$ cat src/rtl/lfsr_rand_pkg.sv
// Shared types and helpers for the LFSR random source: FSM states, the
// Fibonacci step function and a table of maximal-length feedback masks.
package lfsr_rand_pkg;

  typedef enum logic [1:0] {
    ST_IDLE   = 2'd0,
    ST_SEARCH = 2'd1,
    ST_RESP   = 2'd2
  } fsm_state_e;

  // Maximal-length masks: bit i set taps state[i] into the feedback.
  localparam logic [3:0]  TAPS_W4  = 4'h3;
  localparam logic [4:0]  TAPS_W5  = 5'h05;
  localparam logic [5:0]  TAPS_W6  = 6'h03;
  localparam logic [6:0]  TAPS_W7  = 7'h03;
  localparam logic [7:0]  TAPS_W8  = 8'h1D;
  localparam logic [8:0]  TAPS_W9  = 9'h011;
  localparam logic [9:0]  TAPS_W10 = 10'h009;
  localparam logic [10:0] TAPS_W11 = 11'h005;
  localparam logic [11:0] TAPS_W12 = 12'h053;
  localparam logic [12:0] TAPS_W13 = 13'h001B;
  localparam logic [13:0] TAPS_W14 = 14'h0443;
  localparam logic [14:0] TAPS_W15 = 15'h0003;
  localparam logic [15:0] TAPS_W16 = 16'h100B;

  // One step: shift right, feedback (parity of tapped bits) enters the MSB.
  // Expects bits at and above 'width' of state to be zero.
  function automatic logic [31:0] next_lfsr(input logic [31:0] state,
                                            input logic [31:0] mask,
                                            input int unsigned width);
    logic        fb;
    logic [31:0] nxt;
    fb  = ^(state & mask);
    nxt = (state >> 1) | (32'(fb) << (width - 1));
    return nxt;
  endfunction

endpackage

$ cat src/rtl/lfsr_rand_gen_core.sv
// LFSR register with seed-load over step priority and a guard that keeps a
// zero seed from locking the register up.
module lfsr_core
  import lfsr_rand_pkg::*;
#(
  parameter int unsigned          WIDTH    = 8,
  parameter logic [WIDTH-1:0]     TAP_MASK = WIDTH'(8'h1D),
  parameter logic [WIDTH-1:0]     SEED     = WIDTH'(1)
) (
  input  logic             clk,
  input  logic             reset,
  input  logic             step,
  input  logic             seed_load,
  input  logic [WIDTH-1:0] seed_in,
  output logic [WIDTH-1:0] state
);

  logic [WIDTH-1:0] state_q;
  logic [WIDTH-1:0] state_d;

  always_comb begin
    state_d = state_q;
    if (seed_load) begin
      state_d = (seed_in == '0) ? WIDTH'(1) : seed_in;
    end else if (step) begin
      state_d = WIDTH'(next_lfsr(32'(state_q), 32'(TAP_MASK), WIDTH));
    end
  end

  always_ff @(posedge clk) begin
    if (reset) begin
      state_q <= SEED;
    end else begin
      state_q <= state_d;
    end
  end

  assign state = state_q;

endmodule

$ cat src/rtl/lfsr_rand_gen.sv
// Range-limited random source: an LFSR plus a request/response FSM that
// rejection-samples the low OUT_W bits against the requested bound.
module lfsr_rand_gen
  import lfsr_rand_pkg::*;
#(
  parameter int unsigned      WIDTH     = 8,
  parameter int unsigned      OUT_W     = 6,
  parameter logic [WIDTH-1:0] TAP_MASK  = WIDTH'(8'h1D),
  parameter logic [WIDTH-1:0] SEED      = WIDTH'(1),
  parameter int unsigned      MAX_TRIES = 16
) (
  input  logic             clk,
  input  logic             reset,
  input  logic             en,
  input  logic             seed_load,
  input  logic [WIDTH-1:0] seed_in,
  input  logic             req_valid,
  output logic             req_ready,
  input  logic [OUT_W-1:0] req_limit,
  output logic             rsp_valid,
  input  logic             rsp_ready,
  output logic [OUT_W-1:0] rsp_data,
  output logic             rsp_fallback,
  output logic [WIDTH-1:0] lfsr_state
);

  localparam int unsigned     TRY_W    = (MAX_TRIES > 1) ? $clog2(MAX_TRIES) : 1;
  localparam logic [TRY_W-1:0] LAST_TRY = TRY_W'(MAX_TRIES - 1);

  fsm_state_e       fsm_q, fsm_d;
  logic [OUT_W:0]   limit_q, limit_d;
  logic [TRY_W-1:0] tries_q, tries_d;
  logic [OUT_W-1:0] rsp_data_q, rsp_data_d;
  logic             rsp_fallback_q, rsp_fallback_d;
  logic             rsp_valid_q, rsp_valid_d;
  logic             req_ready_q, req_ready_d;

  logic [OUT_W-1:0] cand;
  logic             cand_ok;
  logic             step;

  // The search consumes one LFSR step per attempt regardless of en.
  assign step = en | (fsm_q == ST_SEARCH);

  lfsr_core #(
    .WIDTH    (WIDTH),
    .TAP_MASK (TAP_MASK),
    .SEED     (SEED)
  ) u_core (
    .clk       (clk),
    .reset     (reset),
    .step      (step),
    .seed_load (seed_load),
    .seed_in   (seed_in),
    .state     (lfsr_state)
  );

  assign cand    = lfsr_state[OUT_W-1:0];
  assign cand_ok = {1'b0, cand} < limit_q;

  always_comb begin
    fsm_d          = fsm_q;
    limit_d        = limit_q;
    tries_d        = tries_q;
    rsp_data_d     = rsp_data_q;
    rsp_fallback_d = rsp_fallback_q;
    rsp_valid_d    = rsp_valid_q;
    req_ready_d    = req_ready_q;
    unique case (fsm_q)
      ST_IDLE: begin
        if (req_valid) begin
          // A zero limit widens to 2^OUT_W so every candidate passes.
          limit_d     = (req_limit == '0) ? {1'b1, {OUT_W{1'b0}}} : {1'b0, req_limit};
          tries_d     = '0;
          fsm_d       = ST_SEARCH;
          req_ready_d = 1'b0;
        end
      end
      ST_SEARCH: begin
        if (cand_ok) begin
          rsp_data_d     = cand;
          rsp_fallback_d = 1'b0;
          rsp_valid_d    = 1'b1;
          fsm_d          = ST_RESP;
        end else if (tries_q == LAST_TRY) begin
          rsp_data_d     = '0;
          rsp_fallback_d = 1'b1;
          rsp_valid_d    = 1'b1;
          fsm_d          = ST_RESP;
        end else begin
          tries_d = tries_q + TRY_W'(1);
        end
      end
      ST_RESP: begin
        if (rsp_ready) begin
          rsp_valid_d = 1'b0;
          req_ready_d = 1'b1;
          fsm_d       = ST_IDLE;
        end
      end
      default: begin
        fsm_d       = ST_IDLE;
        rsp_valid_d = 1'b0;
        req_ready_d = 1'b1;
      end
    endcase
  end

  always_ff @(posedge clk) begin
    if (reset) begin
      fsm_q          <= ST_IDLE;
      limit_q        <= '0;
      tries_q        <= '0;
      rsp_data_q     <= '0;
      rsp_fallback_q <= 1'b0;
      rsp_valid_q    <= 1'b0;
      req_ready_q    <= 1'b1;
    end else begin
      fsm_q          <= fsm_d;
      limit_q        <= limit_d;
      tries_q        <= tries_d;
      rsp_data_q     <= rsp_data_d;
      rsp_fallback_q <= rsp_fallback_d;
      rsp_valid_q    <= rsp_valid_d;
      req_ready_q    <= req_ready_d;
    end
  end

  assign req_ready    = req_ready_q;
  assign rsp_valid    = rsp_valid_q;
  assign rsp_data     = rsp_data_q;
  assign rsp_fallback = rsp_fallback_q;

endmodule

$ cat config.mk
export PLATFORM = sky130hd
export DESIGN_NAME = lfsr_rand_gen
export DESIGN_NICKNAME = d
export VERILOG_FILES = /design/src/rtl/lfsr_rand_pkg.sv /design/src/rtl/lfsr_rand_gen_core.sv /design/src/rtl/lfsr_rand_gen.sv
export SDC_FILE = /design/constraint.sdc
export NUM_CORES = 1
export LEC_CHECK = 0
export CAP_MARGIN = 25
export CORE_MARGIN = 8
export CORE_UTILIZATION = 50
export DETAILED_ROUTE_END_ITERATION = 8
export DONT_BUFFER_PORTS = 1
export GPL_ROUTABILITY_DRIVEN = 0
export MAX_ROUTING_LAYER = met4
export PLACE_DENSITY_LB_ADDON = 0.25
export SYNTH_ARGS = -nofsm -noshare
export SYNTH_HDL_FRONTEND = slang
export SYNTH_HIERARCHICAL = 1
export SYNTH_SLANG_ARGS = --single-unit
export TNS_END_PERCENT = 10
$ cat constraint.sdc
create_clock -name clk -period 2.2 [get_ports clk]
set_clock_uncertainty 0.2 [all_clocks]
set_input_delay 0.44 -clock clk [delete_from_list [all_inputs] [get_ports clk]]
set_output_delay 0.44 -clock clk [all_outputs]
set_load 0.01 [all_outputs]
==> flow_summary.json <==
{
  "cts_sinks": 30,
  "route.vias.total": 1262,
  "power_leakage_uw": 0.0006814,
  "multi_input_area_um2": 878.3,
  "ios": 37,
  "grt_max_degree": 24,
  "ys.warnings.count": 6,
  "yosysTopAreaCell": "dfxtp_1",
  "netlist.area_leader.share": 0.3887,
  "crit_required_ns": 2.25,
  "p_per_area_nw_per_um2": 758.7,
  "slew_viol_final": 0,
  "fin_tns_setup_ns": 0,
  "hpwlAfterDp_mm": 2.602,
  "h-tree-depth": 2,
  "path_clk_slew_ns": 0.09,
  "die_y_um": 71.59,
  "die_area_um2": 5125,
  "async_reset_ff_frac": 0,
  "max_freq_mhz": 475.0,
  "antenna_found_initial": 0,
  "ys.flop_type": "dfxtp_1",
  "min_path_type": "primary input to flop",
  "dr.first_iter.drc_count": 88,
  "cts_root_buffer": "clkbuf_4",
  "period_needed_ns": 2.105,
  "seq_power_share": 0.475,
  "cts_tree": "built",
  "areaGrowthSynthToFinish_pct": 11.26,
  "cpPeakStageDelay_ns": 0.48,
  "syn_inst": 175,
  "ys_ff_latch": 30,
  "switching_share": 0.2919,
  "worstSetupStartpointType": "flop",
  "maxCapViolCount": 0,
  "path_class": "flop to flop",
  "period_share": 0.9570,
  "rrSetupSlack_ns": 0.09,
  "cts_max_path_buffers": 2,
  "avgSynthCellArea_um2": 8.830,
  "numPortBuffers": 0,
  "synth_area_leaders": "dfxtp_1 (39%), a21oi_1 (6.2%), ha_1 (4.9%), nand2_1 (4.6%), mux2i_1 (4.5%)",
  "fillers": 282,
  "first_pass_iters": 4,
  "grt_use_total": 0.1434,
  "viasPerCell": 5.789,
  "num_antenna_cells": 0,
  "worst_pin_slew_ns": 0.8694,
  "clockPowerShare": 0.310,
  "drc": 0,
  "std_cell_rows": 20,
  "p_sw_uw": 380.7,
  "clkLatencyLatePin_ns": 0.32,
  "grt_pass1_vias": 1272,
  "yosysSeqAreaShare": 0.3887,
  "postLayoutCoreUtil": 0.5725,
  "final-seq-area_um2": 603.1,
  "dp_cells": 207,
  "setup_ws_ns": 0.09463,
  "p_int_uw": 923.6,
  "stdcell_count": 218,
  "hold_viol_final": 0,
  "synthesis.area_um2": 1545,
  "synth-edff-count": 0,
  "cp_cell_sequence": "inv_1 > ha_1 > nor2_1 > nor3_2 > a211oi_2 > buf_6 > or3b_2 > a21oi_2",
  "nNetsFinal": 210,
  "status": "finished clean",
  "total_power_uw": 1304,
  "ant_nets": 0,
  "ys_types": 39,
  "combPwrFrac": 0.214,
  "cts-buffers-inserted": 5,
  "finalWirelength_mm": 3.522,
  "syn_nets": 201,
  "dp_slack_ns": 0.05924,
  "drive_gt1_frac": 0.2000,
  "worstPathMaxFanout": 13,
  "core-area_um2": 3003,
  "critical_path_arrival_ns": 2.16,
  "die_w_um": 71.59,
  "end_kind": "flop",
  "cpMaxStageDelayCell": "or3b_2",
  "grt_overflow_total": 0,
  "initial_utilization": 0.5146,
  "relSlewSlack": 0.4185,
  "grt_pass1_wl_mm": 5.747,
  "wire_per_inst_um": 16.16,
  "final-setup-viol-count": 0,
  "peakVddDrop_v": 0.0004463
}
[worst max-delay path, delay by kind of cell (launching register included)]
| family | cells | cell delay [ns] |
|---|---|---|
| flops | 1 | 0.34 |
| buf+inv | 2 | 0.20 |
| fa+ha+maj | 1 | 0.29 |
| simple gates | 3 | 0.78 |
| compound gates | 2 | 0.23 |
[stage by stage]
stage / hold slack (ns) / cell area (um2)
after floorplan: 0.2363 / 1545
after global placement: 0.2392 / 1590
after detailed placement: 0.2475 / 1590
after CTS: 0.004934 / 1689
after global routing: 0.01175 / 1719
final: 0.01511 / 1719
[worst paths after layout]
path | startpoint | endpoint | cells past startpoint
setup reg to reg | limit_q[5] | rsp_data[3] | 8
setup / recovery | limit_q[5] | rsp_data[3] | 8
hold / removal | reset | req_ready | 1
hold reg to reg | limit_q[5] | limit_q[5] | 2
[cells in the final DEF (no fill, tap or decap), types with 2 or more instances in the layout]
cell type      instances
dlygate4sd3_1          2
o21ai_0                6
a211oi_1               2
buf_4                  8
nor2b_1                3
and2_1                 2
xor2_1                 2
nor2_1                11
a21oi_2                2
mux2_2                 6
and3_1                 2
inv_1                  7
or3b_1                 3
nor3_1                 3
nor4_1                 2
clkbuf_8               3
mux2i_1                7
dfxtp_2                2
or3b_2                 4
dfxtp_1               28
o21ai_1                3
or4_1                  4
nand2b_1              11
clkbuf_4               5
a21oi_1               18
ha_1                   5
nand2_1               19
[routing by layer]
metal / vias to the layer above / part of all wire / GRT usage / routed length, um
li1: 628 / - / - / -
met3: 4 / 0.081 / 0.05160 / 285
met4: 0 / 0.0094 / 0.06122 / 33
met5: - / 0 / - / 0
met1: 595 / 0.39 / 0.1430 / 1384
met2: 35 / 0.52 / 0.2480 / 1818
[kinds of logic (layout without fill, tap and decap cells)]
logic type | count (synthesis) | in the layout | synth area share
AOI/OAI and AO/OA | 36 | 36 | 0.1401
xor gates and xnor gates | 3 | 3 | 0.01701
adders and majority gates | 6 | 6 | 0.04858
buffers and inverters | 16 | 26 | 0.05344
DFF | 30 | 30 | 0.3887
muxes | 13 | 13 | 0.08907
and+or+nand+nor | 71 | 71 | 0.2632
[registers in the layout (all words and copies together) (netlist names)]
| signal | cells |
|---|---|
| rsp_data | 6 |
| fsm_q | 2 |
| limit_q | 7 |
| req_ready | 1 |
| u_core/state | 8 |
| tries_q | 4 |
| rsp_valid | 1 |
| rsp_fallback | 1 |
[synth_stat cells, types with 4 or more instances]
cell and instances:
or3b_2 4, nor2_1 11, ha_1 6, a21oi_1 19, nand2_1 19, mux2_2 6, mux2i_1 7, o21ai_0 6
nand2b_1 11, inv_1 7, or4_1 4, dfxtp_1 30
[layout make-up]
cell class | count | share of cell area
Clock buffer | 8 | 0.04585
Timing Repair Buffer | 11 | 0.05313
Inverter | 7 | 0.01528
Tap cell | 33 | 0.02402
Sequential cell | 30 | 0.3508
Multi-Input combinational cell | 129 | 0.5109
[what timing repair did]
item                                    4_1_cts  5_1_grt
buffers inserted                              0        1
resized for setup                             0        5
hold endpoints to repair                     23        0
endpoints found under the setup margin        0        7
hold buffers                                  2        0
[power groups by stage]
stage	clock network (uW)	logic [uW]	registers, uW
after floorplan	0	215	632
after global placement	0	250	630
after detailed placement	0	262	632
after CTS	414	272	620
after global routing	437	313	626
final	405	280	620
Note: power is estimated with default switching activity, not from simulation.
